===== src/rtl/score_display.sv =====
// Session high-score tracker plus a sequential double-dabble converter that
// turns the live score or the high score into packed BCD for the display.
module score_display #(
  parameter int PTS_W   = 32,
  parameter int DIGITS  = 4,
  parameter int BIN_W   = 14,
  parameter int MAX_VAL = 9999
) (
  input  logic                clk,
  input  logic                rst,
  input  logic                hs_rst,
  input  logic                terminated,
  input  logic [PTS_W-1:0]    points,
  input  logic                show_hs,
  output logic [PTS_W-1:0]    high_score,
  output logic                new_record,
  output logic [4*DIGITS-1:0] bcd,
  output logic                bcd_valid,
  output logic                busy
);

  localparam int BCD_W = 4 * DIGITS;
  localparam int SR_W  = BCD_W + BIN_W;
  localparam int CNT_W = $clog2(BIN_W + 1);

  typedef enum logic [1:0] {
    IDLE  = 2'd0,
    SHIFT = 2'd1,
    DONE  = 2'd2
  } state_t;

  state_t             state_r, state_next;
  logic [SR_W-1:0]    sr_r, sr_next;
  logic [CNT_W-1:0]   cnt_r, cnt_next;
  logic [BIN_W-1:0]   last_src_r, last_src_next;
  logic [BCD_W-1:0]   bcd_r, bcd_next;
  logic               bcd_valid_r, bcd_valid_next;
  logic               busy_r, busy_next;
  logic [PTS_W-1:0]   high_score_r;
  logic               new_record_r;
  logic               term_q_r;
  logic               term_rise_s;
  logic [PTS_W-1:0]   raw_s;
  logic [BIN_W-1:0]   src_s;

  // One double-dabble step: correct every BCD nibble >= 5, then shift left.
  function automatic logic [SR_W-1:0] dabble(input logic [SR_W-1:0] v);
    logic [SR_W-1:0] t;
    t = v;
    for (int d = 0; d < DIGITS; d++) begin
      t[BIN_W+4*d +: 4] = (t[BIN_W+4*d +: 4] >= 4'd5) ? (t[BIN_W+4*d +: 4] + 4'd3)
                                                         : t[BIN_W+4*d +: 4];
    end
    return {t[SR_W-2:0], 1'b0};
  endfunction

  assign term_rise_s = terminated & ~term_q_r;
  assign raw_s       = show_hs ? high_score_r : points;
  assign src_s       = (raw_s > PTS_W'(MAX_VAL)) ? BIN_W'(MAX_VAL) : raw_s[BIN_W-1:0];

  // High-score tracking; hs_rst swallows a terminated edge arriving with it.
  always_ff @(posedge clk) begin
    if (rst) begin
      term_q_r     <= 1'b0;
      high_score_r <= {PTS_W{1'b0}};
      new_record_r <= 1'b0;
    end else begin
      term_q_r <= terminated;
      if (hs_rst) begin
        high_score_r <= {PTS_W{1'b0}};
        new_record_r <= 1'b0;
      end else if (term_rise_s && (points > high_score_r)) begin
        high_score_r <= points;
        new_record_r <= 1'b1;
      end else if (!terminated) begin
        new_record_r <= 1'b0;
      end else begin
        new_record_r <= new_record_r;
      end
    end
  end

  // Converter state and datapath registers.
  always_ff @(posedge clk) begin
    if (rst) begin
      state_r     <= IDLE;
      sr_r        <= {SR_W{1'b0}};
      cnt_r       <= {CNT_W{1'b0}};
      last_src_r  <= {BIN_W{1'b0}};
      bcd_r       <= {BCD_W{1'b0}};
      bcd_valid_r <= 1'b0;
      busy_r      <= 1'b0;
    end else begin
      state_r     <= state_next;
      sr_r        <= sr_next;
      cnt_r       <= cnt_next;
      last_src_r  <= last_src_next;
      bcd_r       <= bcd_next;
      bcd_valid_r <= bcd_valid_next;
      busy_r      <= busy_next;
    end
  end

  // Next-state and datapath logic; bcd only moves in DONE.
  always_comb begin
    state_next     = state_r;
    sr_next        = sr_r;
    cnt_next       = cnt_r;
    last_src_next  = last_src_r;
    bcd_next       = bcd_r;
    bcd_valid_next = bcd_valid_r;
    case (state_r)
      IDLE: begin
        if ((src_s != last_src_r) || !bcd_valid_r) begin
          sr_next       = {{BCD_W{1'b0}}, src_s};
          last_src_next = src_s;
          cnt_next      = {CNT_W{1'b0}};
          state_next    = SHIFT;
        end else begin
          state_next = IDLE;
        end
      end
      SHIFT: begin
        sr_next  = dabble(sr_r);
        cnt_next = cnt_r + CNT_W'(1);
        if (cnt_r == CNT_W'(BIN_W - 1)) begin
          state_next = DONE;
        end else begin
          state_next = SHIFT;
        end
      end
      DONE: begin
        bcd_next       = sr_r[BIN_W +: BCD_W];
        bcd_valid_next = 1'b1;
        state_next     = IDLE;
      end
      default: begin
        state_next = IDLE;
      end
    endcase
    busy_next = (state_next != IDLE);
  end

  assign high_score = high_score_r;
  assign new_record = new_record_r;
  assign bcd        = bcd_r;
  assign bcd_valid  = bcd_valid_r;
  assign busy       = busy_r;

endmodule


===== config.mk =====
export PLATFORM = sky130hd
export DESIGN_NAME = score_display
export DESIGN_NICKNAME = d
export VERILOG_FILES = /design/src/rtl/score_display.sv
export SDC_FILE = /design/constraint.sdc
export NUM_CORES = 1
export LEC_CHECK = 0
export ABC_CLOCK_PERIOD_IN_PS = 4290
export BUFFER_PORTS_ARGS = -buffer_cell sky130_fd_sc_hd__buf_2
export CORE_ASPECT_RATIO = 0.8
export CORE_MARGIN = 2
export CORE_UTILIZATION = 23
export DETAILED_ROUTE_END_ITERATION = 8
export GPL_TIMING_DRIVEN = 0
export PLACE_DENSITY = 0.37
export SLEW_MARGIN = 20
export SYNTH_ARGS = -nofsm -noshare
export SYNTH_HDL_FRONTEND = slang
export SYNTH_SLANG_ARGS = --single-unit

===== constraint.sdc =====
create_clock -name clk -period 4.29 [get_ports clk]
set_input_delay 0.2145 -clock clk [delete_from_list [all_inputs] [get_ports clk]]
set_output_delay 0.2145 -clock clk [all_outputs]
set_load 0.01 [all_outputs]

## Word level (Yosys, flattened, before mapping)

Cells that the tools add are included.

| storage, ports and cells | value |
|---|---|
| register bits | 102 |
| input port bits | 37 |
| output and inout port bits | 51 |
| word-level logic and storage cells | 53 |

| operators by class | value |
|---|---|
| add/subtract/negate cells | 5 |
| order comparisons | 6 |
| equality and inequality tests | 6 |
| muxes and demuxes | 15 |
| bitwise gates (word level) | 2 |
| reductions and logical operators | 9 |

Operators by type and width:

| kind | number |
|---|---|
| $pmux 30 s2 | 1 |
| $gt 32x14->1 const B | 1 |
| $gt 32x32->1 | 1 |
| $mux 32 | 1 |
| $mux 30 | 1 |
| $ge 4x3->1 const B | 4 |
| $mux 4 | 4 |
| $mux 14 | 1 |
| $ne 14x14->1 | 1 |
| $add 4x2->4 const B | 3 |
| $pmux 4 s2 | 1 |
| $add 4x1->4 const B | 1 |
| $eq 4x4->1 const B | 1 |
| $pmux 2 s2 | 1 |
| $reduce_and 2->1 | 2 |
| $reduce_bool 2->1 | 2 |
| $add 3x2->3 const B | 1 |
| $mux 1 | 3 |
| $mux 3 | 1 |
| $eq 2x1->1 const B | 1 |
| $eq 2x2->1 const B | 1 |
| $logic_not 2->1 | 1 |
| $mux 2 | 1 |
| $ne 2x1->1 const B | 1 |
| other kinds (7) | 7 |

## Longest topological paths before layout

Gate-level depths: netlist of the first run.

| depth | value |
|---|---|
| depth after elaboration | 8 |
| mapped depth | 14 |

## Least setup slack after synthesis of the first run

Ideal clock, no wire load.

| timing path | value |
|---|---|
| path type | reg-to-reg |
| start | register high_score_r[27], in the netlist high_score[27] |
| end | register high_score_r[0], in the netlist high_score[0] |
| arrival | 2.734 ns |
| data required time | 4.162 ns |
| setup slack | 1.428 ns |
| cell stages (with the launch flop) | 11 |
| path buffers | 1 |
| period minus slack after synthesis | 2.862 ns |
| cell sequence | dfxtp_1 -> inv_1 -> ha_1 -> nand4_1 -> or2_2 -> nor4_1 -> nand3_1 -> o22ai_1 -> clkbuf_1 -> mux2i_1 -> nor2_1 |

| on the way | value |
|---|---|
| longest elaborated chain between the ends | 2 |

Ends and longest elaborated chain:

| item | RTL line | source |
|---|---|---|
| start: declaration | 39 | `logic [PTS_W-1:0] high_score_r;` |
| start signal: assignment | 65 | `high_score_r <= {PTS_W{1'b0}};` |
| start signal: assignment | 70 | `high_score_r <= {PTS_W{1'b0}};` |
| start signal: assignment | 73 | `high_score_r <= points;` |
| $gt 32x32->1 | 72 | `end else if (term_rise_s && (points > high_score_r)) begin` |
| $logic_and 1x1->1 | 72 |  |

Every way passes these cells.
A chain may end at the register's enable or synchronous reset.

## Final worst setup path of the first run

| timing path | value |
|---|---|
| start | register high_score_r[27], in the netlist high_score[27] |
| end | register high_score_r[11], in the netlist high_score[11] |

Same word-level chain as after synthesis.

==> results of run 1 <==
==> cell type report <==
cell class / instances / share of cell area
Inverter: 50 / 0.02826
Sequential cell: 102 / 0.3075
Clock inverter: 6 / 0.007536
Clock buffer: 10 / 0.03598
Tap cell: 312 / 0.05878
Multi-Input combinational cell: 441 / 0.4768
Timing Repair Buffer: 85 / 0.06405
Buffer: 27 / 0.02110
==> synthesized netlist by cell type, drive strengths merged (11+ instances only) <==
| cell | instances | area, um2 |
|---|---|---|
| nor3 | 17 | 85.08 |
| nand3 | 11 | 55.05 |
| mux2 | 11 | 127.6 |
| a21oi | 27 | 135.1 |
| mux2i | 39 | 390.4 |
| nor2 | 61 | 229.0 |
| dfxtp | 102 | 2042 |
| nand2 | 58 | 217.7 |
| a21o | 18 | 135.1 |
| a22o | 19 | 166.4 |
| ha | 42 | 525.5 |
| o21ai | 17 | 85.08 |
| inv | 49 | 183.9 |
| clkbuf | 17 | 63.81 |
==> critical path: stages, from the launching register on <==
cell and delay, ps:
sky130_fd_sc_hd__dfxtp_1 420, sky130_fd_sc_hd__inv_1 70, sky130_fd_sc_hd__ha_1 290, sky130_fd_sc_hd__nand4_1 110
sky130_fd_sc_hd__or2_2 330, sky130_fd_sc_hd__nor4_1 680, sky130_fd_sc_hd__nand3_1 160, sky130_fd_sc_hd__o22ai_1 560
sky130_fd_sc_hd__clkbuf_1 690, sky130_fd_sc_hd__mux2i_1 270, sky130_fd_sc_hd__nor2_1 50
==> through the flow <==
step / cell area [um2] / cells
after global placement: 6352 / 1017
after detailed placement: 6352 / 1017
after floorplan: 5537 / 620
after CTS: 6641 / 1033
after global routing: 6641 / 1033
final: 6641 / 1033
==> power groups by stage <==
stage / Sequential [mW] / Clock (mW) / Combinational (mW)
finish: 0.993 / 0.840 / 0.292
global route: 0.998 / 0.911 / 0.326
CTS: 0.993 / 0.875 / 0.296
detailed placement: 1.02 / 0 / 0.294
global placement: 1.01 / 0 / 0.292
floorplan: 1.01 / 0 / 0.192
==> kinds of logic (layout without fill, tap and decap cells) <==
family | count (synthesis) | after routing
adders and majority gates | 42 | 42
muxes | 50 | 50
and+or+nand+nor | 194 | 194
AOI/OAI and AO/OA | 139 | 139
DFF | 102 | 102
buffers and inverters | 77 | 178
xor gates and xnor gates | 16 | 16
==> registers in the layout, indices dropped and copies added (netlist names) <==
name	cells
sr_r	30
cnt_r	4
busy	1
state_r	2
last_src_r	14
bcd	16
term_q_r	1
bcd_valid	1
high_score	32
new_record	1
==> how the worst max path moves through the flow <==
stage / startpoint / endpoint / slack (ps) / cells past startpoint
6_report: high_score[27]$_SDFFE_PP0P_ / high_score[11]$_SDFFE_PP0P_ / 540 / 10
5_1_grt: high_score[20]$_SDFFE_PP0P_ / sr_r[16]$_SDFFE_PP0P_ / 320 / 10
4_1_cts: high_score[27]$_SDFFE_PP0P_ / high_score[4]$_SDFFE_PP0P_ / 580 / 10
3_5_place_dp: points[20] / sr_r[20]$_SDFFE_PP0P_ / 510 / 11
3_3_place_gp: points[20] / sr_r[10]$_SDFFE_PP0P_ / 540 / 11
2_1_floorplan: high_score[27]$_SDFFE_PP0P_ / high_score[0]$_SDFFE_PP0P_ / 1430 / 10
==> metal layers <==
| metal | part of all wire | wire length, um | global-route usage | up-vias |
|---|---|---|---|---|
| li1 | - | - | - | 2420 |
| met1 | 0.54 | 8943 | 0.2017 | 2243 |
| met2 | 0.41 | 6822 | 0.1938 | 91 |
| met3 | 0.037 | 619 | 0.02689 | 15 |
| met4 | 0.014 | 235 | 0.03969 | 0 |
| met5 | 0 | 0 | 0 | - |
==> qor.yml, run 1 <==
outcome: "complete, no violations"
netlist-cell-type-count: 59
timing.rr.end: "high_score[11]$_SDFFE_PP0P_"
fin_setup_tns_ps: 0
required_arrival_time_at_the_worst_endpoint_ps: 4520
achievable-frequency_mhz: 266.9
fin_crit_ps: 3747
synth_edf_count: 0
power_density_mw_per_mm2: 320.0
post_synthesis_to_final_layout_area_growth_pct: 19.95
layout.core_utilization: 0.2823
holdPathStages: 2
dp.final_hpwl_um: 12770
timing.hold.worst.class: "input port to flop"
synth-warning-count: 0
final-seq-area_mm2: 0.002042
clock_sink_count: 102
setup_violators_final: 0
timing.hold.worst.start: "terminated"
buffer_ports.inserted: 85
finish.net_count: 795
unrepaired_setup_endpoints_after_global_routing: "no"
antennaDiodeCount: 0
critPathLaunchType: "flop"
synth_sequential_area_ratio: 0.3688
worst-slew-pin-transition_ps: 823.6
grt_max_degree: 19
synth-seq-cells: 102
root_buffer: "sky130_fd_sc_hd__clkbuf_16"
post_drt_via_cell_ratio: 4.617
floorplan.io_pins: 88
syn_avg_cell_area_um2: 8.930
parity_gate_share_of_the_synthesized_area_counting_xor_and_xnor_cells: 0.02531
critical_path.reg2reg.startpoint: "high_score[27]$_SDFFE_PP0P_"
sw_frac_of_total: 0.2866
timing.clock.skew_ps: 9.462
netlist_instances: 620
report.final.hold_viol_count: 0
worst_slack_ps: 543.0
drv_slew: 0
detail_route.drc_violations: 0
die-height_um: 142.8
core_outline_area_mm2: 0.02352
post-route-period-util: 0.8734
multi_input_area_mm2: 0.003167
max_cap_viol_count: 0
most_frequent_cells_in_the_layout: "sky130_fd_sc_hd__dfxtp_1, sky130_fd_sc_hd__buf_2, sky130_fd_sc_hd__nor2_1"
cts_tree: "built"
worst_vdd_ir_mv: 0.1609
timing.reg2reg.worst_path_depth: 10
drtAntennaViolNets: 0
cts_made_buffers: 9
preCtsSetupSlack_ps: 510.7
cell_internal_pwr_mw: 1.516
wire_length_of_the_first_global_routing_pass_um: 26500
min_to: "term_q_r$_SDFF_PP0_"
route.final.wire_length_um: 16620
sequentialPowerShare: 0.467
synth_fa_ha_area_frac: 0.09492
timing.slew.headroom: 0.4509
synth-simple-area-share: 0.1690
clock_power_share: 0.395
most_frequent_standard_cell_in_the_layout_excluding_fill_and_tap_cells: "sky130_fd_sc_hd__dfxtp_1"
gr-total-overflow: 0
total_leakage_power_nw: 2.706
combPwrFrac: 0.137
leading_register_cell_type_out_of_synthesis: "sky130_fd_sc_hd__dfxtp_1"
core.rowCount: 50
timing.critical_path.to_type: "flop"
gpl.final_weighted_congestion: 0.7506
timing_worst_setup_path_type: "flop to flop"
synthesis.nets: 699
cts.clk_slew.worst_paths_ps: 80
initial_core_util: 0.2354
detailed_route_iter0_violations: 316
cts-htree-levels: 3
cts-resized-gates: 0
worst_skew_pair.late_latency_ps: 360
async_reset_ff_frac: 0
grt_antenna_before_repair: 0
layout-drive-gt1-share: 0.1900
fp.dieArea_mm2: 0.02534
p_total_mw: 2.125
synth_compound_area_frac: 0.1892
width_of_the_die_um: 177.5
mux_cell_area_share_after_synthesis: 0.09356
synth_top_family_by_area: "compound AO/OA/AOI/OAI gates"
mappedNetlistArea_mm2: 0.005537
setup.reg_to_reg.worst_slack_ps: 540
critical_path_peak_fanout: 10
cts_buffer_depth: 2
net_switching_power_mw: 0.6091
detailedRoute.firstPassIterationCount: 4
num_vias: 4769
fin_worst_hold_slack_ps: 103.0
number_of_filler_instances_in_the_final_layout: 2553
post_cts_hold_buffer_count: 0
wire_per_inst_um: 16.09
cp.arrival_ps: 3980
cts.repair_timing.setup_buffer_count: 0
first_global_vias: 4691
total_grt_usage: 0.1353
Power figures use the tool's default switching activity.
==> run 2: changes to the inputs <==
RECOVER_POWER = 25   (was default)
==> qor.yml, run 2 (synthesis results as in run 1) <==
antennaDiodeCount: 0
sequentialPowerShare: 0.468
detail_route.drc_violations: 0
timing.reg2reg.worst_path_depth: 10
slowest_stage: "sky130_fd_sc_hd__clkbuf_1"
cts_buffer_depth: 2
dp.final_hpwl_um: 12770
detailedRoute.firstPassIterationCount: 4
timing.hold.worst.start: "terminated"
placement.cell_area_mm2: 0.006352
finish.net_count: 795
critPathLaunchType: "flop"
first_global_vias: 4691
grt_antenna_before_repair: 0
cell_internal_pwr_mw: 1.515
timing.critical_path.to_type: "flop"
detailed_route_iter0_violations: 302
core_outline_area_mm2: 0.02352
gpl.final_weighted_congestion: 0.7506
critical_path_cell_count: 10
wire_per_inst_um: 16.13
achievable-frequency_mhz: 266.5
die-height_um: 142.8
most_frequent_cells_in_the_layout: "sky130_fd_sc_hd__dfxtp_1, sky130_fd_sc_hd__nor2_1, sky130_fd_sc_hd__nand2_1"
holdPathStages: 2
post_synthesis_to_final_layout_area_growth_pct: 19.12
min_to: "term_q_r$_SDFF_PP0_"
combPwrFrac: 0.137
critical_path.reg2reg.startpoint: "high_score[27]$_SDFFE_PP0P_"
total_leakage_power_nw: 2.547
layout-drive-gt1-share: 0.1387
critical_path_peak_fanout: 10
post_drt_via_cell_ratio: 4.616
largest_register_ffs: 32
cp.arrival_ps: 3980
num_vias: 4768
crit_family: "simple AND/OR/NAND/NOR gates"
worst-slew-pin-transition_ps: 832.3
clock_power_share: 0.395
layout.cell_area.non_filler_mm2: 0.006595
cts.repair_timing.setup_buffer_count: 0
worst_skew_pair.late_latency_ps: 360
post_cts_hold_buffer_count: 0
timing.hold.worst.class: "input port to flop"
grt_max_degree: 19
post-route-period-util: 0.8747
cp_cell_sequence: "inv_1, ha_1, nand4_1, or2_2, nor4_1, nand3_1, o22ai_1, clkbuf_1, mux2i_1, nor2_1"
fin_setup_tns_ps: 0
power_density_mw_per_mm2: 322.0
gr-total-overflow: 0
cts_tree: "built"
root_buffer: "sky130_fd_sc_hd__clkbuf_16"
max_cap_viol_count: 0
report.final.hold_viol_count: 0
worst-path-buf-inv: 2
fin_crit_ps: 3752
worst_path_largest_cell_delay_ps: 700
cts-resized-gates: 0
buffer_ports.inserted: 85
setup_violators_final: 0
timing.clock.skew_ps: 9.621
setup.reg_to_reg.worst_slack_ps: 540
floorplan.io_pins: 88
initial_core_util: 0.2354
cts-htree-levels: 3
fp.dieArea_mm2: 0.02534
clock_sink_count: 102
timing.slew.headroom: 0.4452
route.final.wire_length_um: 16670
total_grt_usage: 0.1353
timing_worst_setup_path_type: "flop to flop"
sw_frac_of_total: 0.2866
most_frequent_standard_cell_in_the_layout_excluding_fill_and_tap_cells: "sky130_fd_sc_hd__dfxtp_1"
worst_vdd_ir_mv: 0.1609
outcome: "complete, no violations"
unrepaired_setup_endpoints_after_global_routing: "no"
required_arrival_time_at_the_worst_endpoint_ps: 4520
width_of_the_die_um: 177.5
cts_made_buffers: 9
cts.clk_slew.worst_paths_ps: 80
wire_length_of_the_first_global_routing_pass_um: 26500
core.rowCount: 50
drtAntennaViolNets: 0
net_switching_power_mw: 0.6085
timing.rr.end: "high_score[11]$_SDFFE_PP0P_"
drv_slew: 0
run 2: cell types whose count changed in the layout (fill, tap and decap cells not counted):
| cell | before | now |
|---|---|---|
| sky130_fd_sc_hd__clkbuf_1 | 17 | 54 |
| sky130_fd_sc_hd__buf_2 | 89 | 52 |
run 2: worst max path at each step:
stage / startpoint / endpoint / slack [ps]
2_1_floorplan: high_score[27]$_SDFFE_PP0P_ / high_score[0]$_SDFFE_PP0P_ / 1430
3_3_place_gp: points[20] / sr_r[10]$_SDFFE_PP0P_ / 540
3_5_place_dp: points[20] / sr_r[20]$_SDFFE_PP0P_ / 510
4_1_cts: high_score[27]$_SDFFE_PP0P_ / high_score[4]$_SDFFE_PP0P_ / 580
5_1_grt: high_score[20]$_SDFFE_PP0P_ / sr_r[16]$_SDFFE_PP0P_ / 320
6_report: high_score[27]$_SDFFE_PP0P_ / high_score[11]$_SDFFE_PP0P_ / 540
run 2: power by group through the flow:
stage	sequential, mW	combinational [mW]	clock, mW
after floorplan	1.01	0.192	0
after global placement	1.01	0.292	0
after detailed placement	1.02	0.294	0
after CTS	0.993	0.296	0.875
after global routing	0.998	0.325	0.911
final	0.994	0.291	0.839
run 2: through the flow:
stage                     setup WS [ps]  instances    util  power (mW)  hold slack, ps
after floorplan                    1428        620       -       1.206           342.7
after global placement            543.8       1017  0.2701       1.307           444.2
after detailed placement          510.7       1017  0.2701       1.309           446.3
after CTS                         581.4       1033  0.2823       2.164           93.87
after global routing              323.4       1033  0.2804       2.234           125.5
final                             537.5       1033  0.2804       2.123           101.9
run 2: cell type report:
cell class              instances  area, um2
fillers                      2558      16930
clock inverters                 6      50.05
clock buffers                  10      239.0
inverters                      50      187.7
repair buffers                 85      379.1
well taps                     312      390.4
plain buffers                  27      140.1
multi-input cells             441       3167
flip-flops and latches        102       2042
run 2: worst register-to-register path: stages (launching register included):
cell	delay, ps
sky130_fd_sc_hd__dfxtp_1	420
sky130_fd_sc_hd__inv_1	70
sky130_fd_sc_hd__ha_1	290
sky130_fd_sc_hd__nand4_1	110
sky130_fd_sc_hd__or2_2	330
sky130_fd_sc_hd__nor4_1	680
sky130_fd_sc_hd__nand3_1	160
sky130_fd_sc_hd__o22ai_1	560
sky130_fd_sc_hd__clkbuf_1	700
sky130_fd_sc_hd__mux2i_1	270
sky130_fd_sc_hd__nor2_1	50
run 2: routing by layer:
| metal | part of all wire | vias up | global-route usage |
|---|---|---|---|
| li1 | - | 2423 | - |
| met1 | 0.54 | 2247 | 0.2017 |
| met2 | 0.41 | 85 | 0.1938 |
| met3 | 0.036 | 13 | 0.02689 |
| met4 | 0.013 | 0 | 0.03969 |
| met5 | 0 | - | 0 |
==> run 3: changes to the inputs <==
PLACE_DENSITY = default   (was 0.37)
==> qor.yml, run 3 (synthesis results as in run 1) <==
outcome: "complete, no violations"
globalRouteMet2Util: 0.1916
timing.clock.skew_ps: 11.62
max_cap_viol_count: 0
gr-total-overflow: 0
timing.reg2reg.worst_path_depth: 10
buffer_ports.inserted: 85
timing.critical_path.to_type: "flop"
fp.dieArea_mm2: 0.02534
critPathLaunchType: "flop"
cts-htree-levels: 3
detailedRoute.firstPassIterationCount: 4
cts_tree: "built"
grt_max_degree: 20
largest_register_ffs: 32
detailed_route_iter0_violations: 288
width_of_the_die_um: 177.5
required_arrival_time_at_the_worst_endpoint_ps: 4510
critical_path_peak_fanout: 10
fin_setup_tns_ps: 0
worst_vdd_ir_mv: 0.1616
setup_violators_final: 0
global_route.peak_usage_layer: "met2"
worst_path_largest_cell_delay_ps: 700
drv_slew: 0
core_outline_area_mm2: 0.02352
report.final.hold_viol_count: 0
worst_skew_pair.late_latency_ps: 360
timing.hold.worst.class: "input port to flop"
gr-usage-met1: 0.1593
detail_route.drc_violations: 0
first_global_vias: 4580
gpl.final_weighted_congestion: 0.8211
layout.cell_area.non_filler_mm2: 0.006621
timing.slew.headroom: 0.4376
holdPathStages: 2
achievable-frequency_mhz: 281.5
cp.arrival_ps: 3770
drtAntennaViolNets: 0
power_density_mw_per_mm2: 325.0
die-height_um: 142.8
total_leakage_power_nw: 2.559
placement.cell_area_mm2: 0.006352
finish.net_count: 795
unrepaired_setup_endpoints_after_global_routing: "no"
post_drt_via_cell_ratio: 4.585
cts_buffer_depth: 2
post-route-period-util: 0.8282
root_buffer: "sky130_fd_sc_hd__clkbuf_16"
clock_sink_count: 102
initial_core_util: 0.2354
grt_use_met3: 0.02503
num_vias: 4736
total_grt_usage: 0.1194
cts-resized-gates: 0
fin_worst_hold_slack_ps: 99.04
cts.clk_slew.worst_paths_ps: 80
grt_antenna_before_repair: 0
wire_per_inst_um: 14.40
floorplan.io_pins: 88
most_frequent_cells_in_the_layout: "sky130_fd_sc_hd__dfxtp_1, sky130_fd_sc_hd__nor2_1, sky130_fd_sc_hd__nand2_1"
most_frequent_standard_cell_in_the_layout_excluding_fill_and_tap_cells: "sky130_fd_sc_hd__dfxtp_1"
slowest_stage: "sky130_fd_sc_hd__clkbuf_1"
post_cts_hold_buffer_count: 0
layout-drive-gt1-share: 0.1387
post_synthesis_to_final_layout_area_growth_pct: 19.59
dp.final_hpwl_um: 11310
cts.repair_timing.setup_buffer_count: 0
cts_made_buffers: 9
route.final.wire_length_um: 14880
wire_length_of_the_first_global_routing_pass_um: 23830
worst-slew-pin-transition_ps: 843.6
cp_cell_sequence: "inv_1, ha_1, nand4_1, or2_2, nor4_1, nand3_1, o22ai_1, clkbuf_1, mux2i_1, nor2_1"
core.rowCount: 50
antennaDiodeCount: 0
timing_worst_setup_path_type: "flop to flop"
fin_crit_ps: 3553
## run 3: cell types whose count changed in the layout (fill, tap and decap cells not counted)
cell,delta
sky130_fd_sc_hd__clkinv_8,+1
sky130_fd_sc_hd__clkinv_4,+1
sky130_fd_sc_hd__inv_8,-1
sky130_fd_sc_hd__clkinvlp_4,-1
sky130_fd_sc_hd__clkbuf_8,-1
sky130_fd_sc_hd__inv_6,+1
sky130_fd_sc_hd__clkinv_2,-1
sky130_fd_sc_hd__bufinv_16,+1
## run 3: path summary, 6_finish.rpt
check	from	endpoint	slack [ps]
hold / removal	terminated	term_q_r$_SDFF_PP0_	100
setup / recovery	high_score[27]$_SDFFE_PP0P_	high_score[6]$_SDFFE_PP0P_	740
setup reg to reg	high_score[27]$_SDFFE_PP0P_	high_score[6]$_SDFFE_PP0P_	740
hold reg to reg	bcd[8]$_SDFFE_PP0N_	bcd[8]$_SDFFE_PP0N_	450
## run 3: worst max-delay path, delay by kind of cell (launching register included)
kind,cells,cell delay [ps]
AND/OR/NAND/NOR,5,1120
AO/OA/AOI/OAI,1,530
flip-flops,1,430
multiplexers,1,270
adder cells (fa/ha/maj),1,290
buffers and inverters,2,770
## run 3: cell type report
type	count	area, um2
Buffer	27	140.1
Clock buffer	9	225.2
Clock inverter	7	90.09
Fill cell	2579	16900
Inverter	50	187.7
Multi-Input combinational cell	441	3167
Sequential cell	102	2042
Tap cell	312	390.4
Timing Repair Buffer	85	379.1
## run 3: power breakdown
part	switching [mW]	total, mW	internal (mW)
clock network	0.407	0.875	0.468
registers	0.0219	0.994	0.972
logic	0.161	0.283	0.123
## run 3: layer usage
| layer | up-vias | routed length [um] |
|---|---|---|
| met5 | - | 0 |
| met1 | 2246 | 7242 |
| met3 | 12 | 590 |
| met4 | 0 | 203 |
| met2 | 65 | 6839 |
| li1 | 2413 | - |
## run 3: per-stage QoR
| step | instances | power [mW] | setup WS, ps | util |
|---|---|---|---|---|
| floorplan | 620 | 1.206 | 1428 | - |
| global placement | 1017 | 1.295 | 852.4 | 0.2701 |
| detailed placement | 1017 | 1.298 | 815.4 | 0.2701 |
| CTS | 1033 | 2.175 | 785.3 | 0.2835 |
| global route | 1033 | 2.250 | 483.8 | 0.2815 |
| finish | 1033 | 2.152 | 737.1 | 0.2815 |
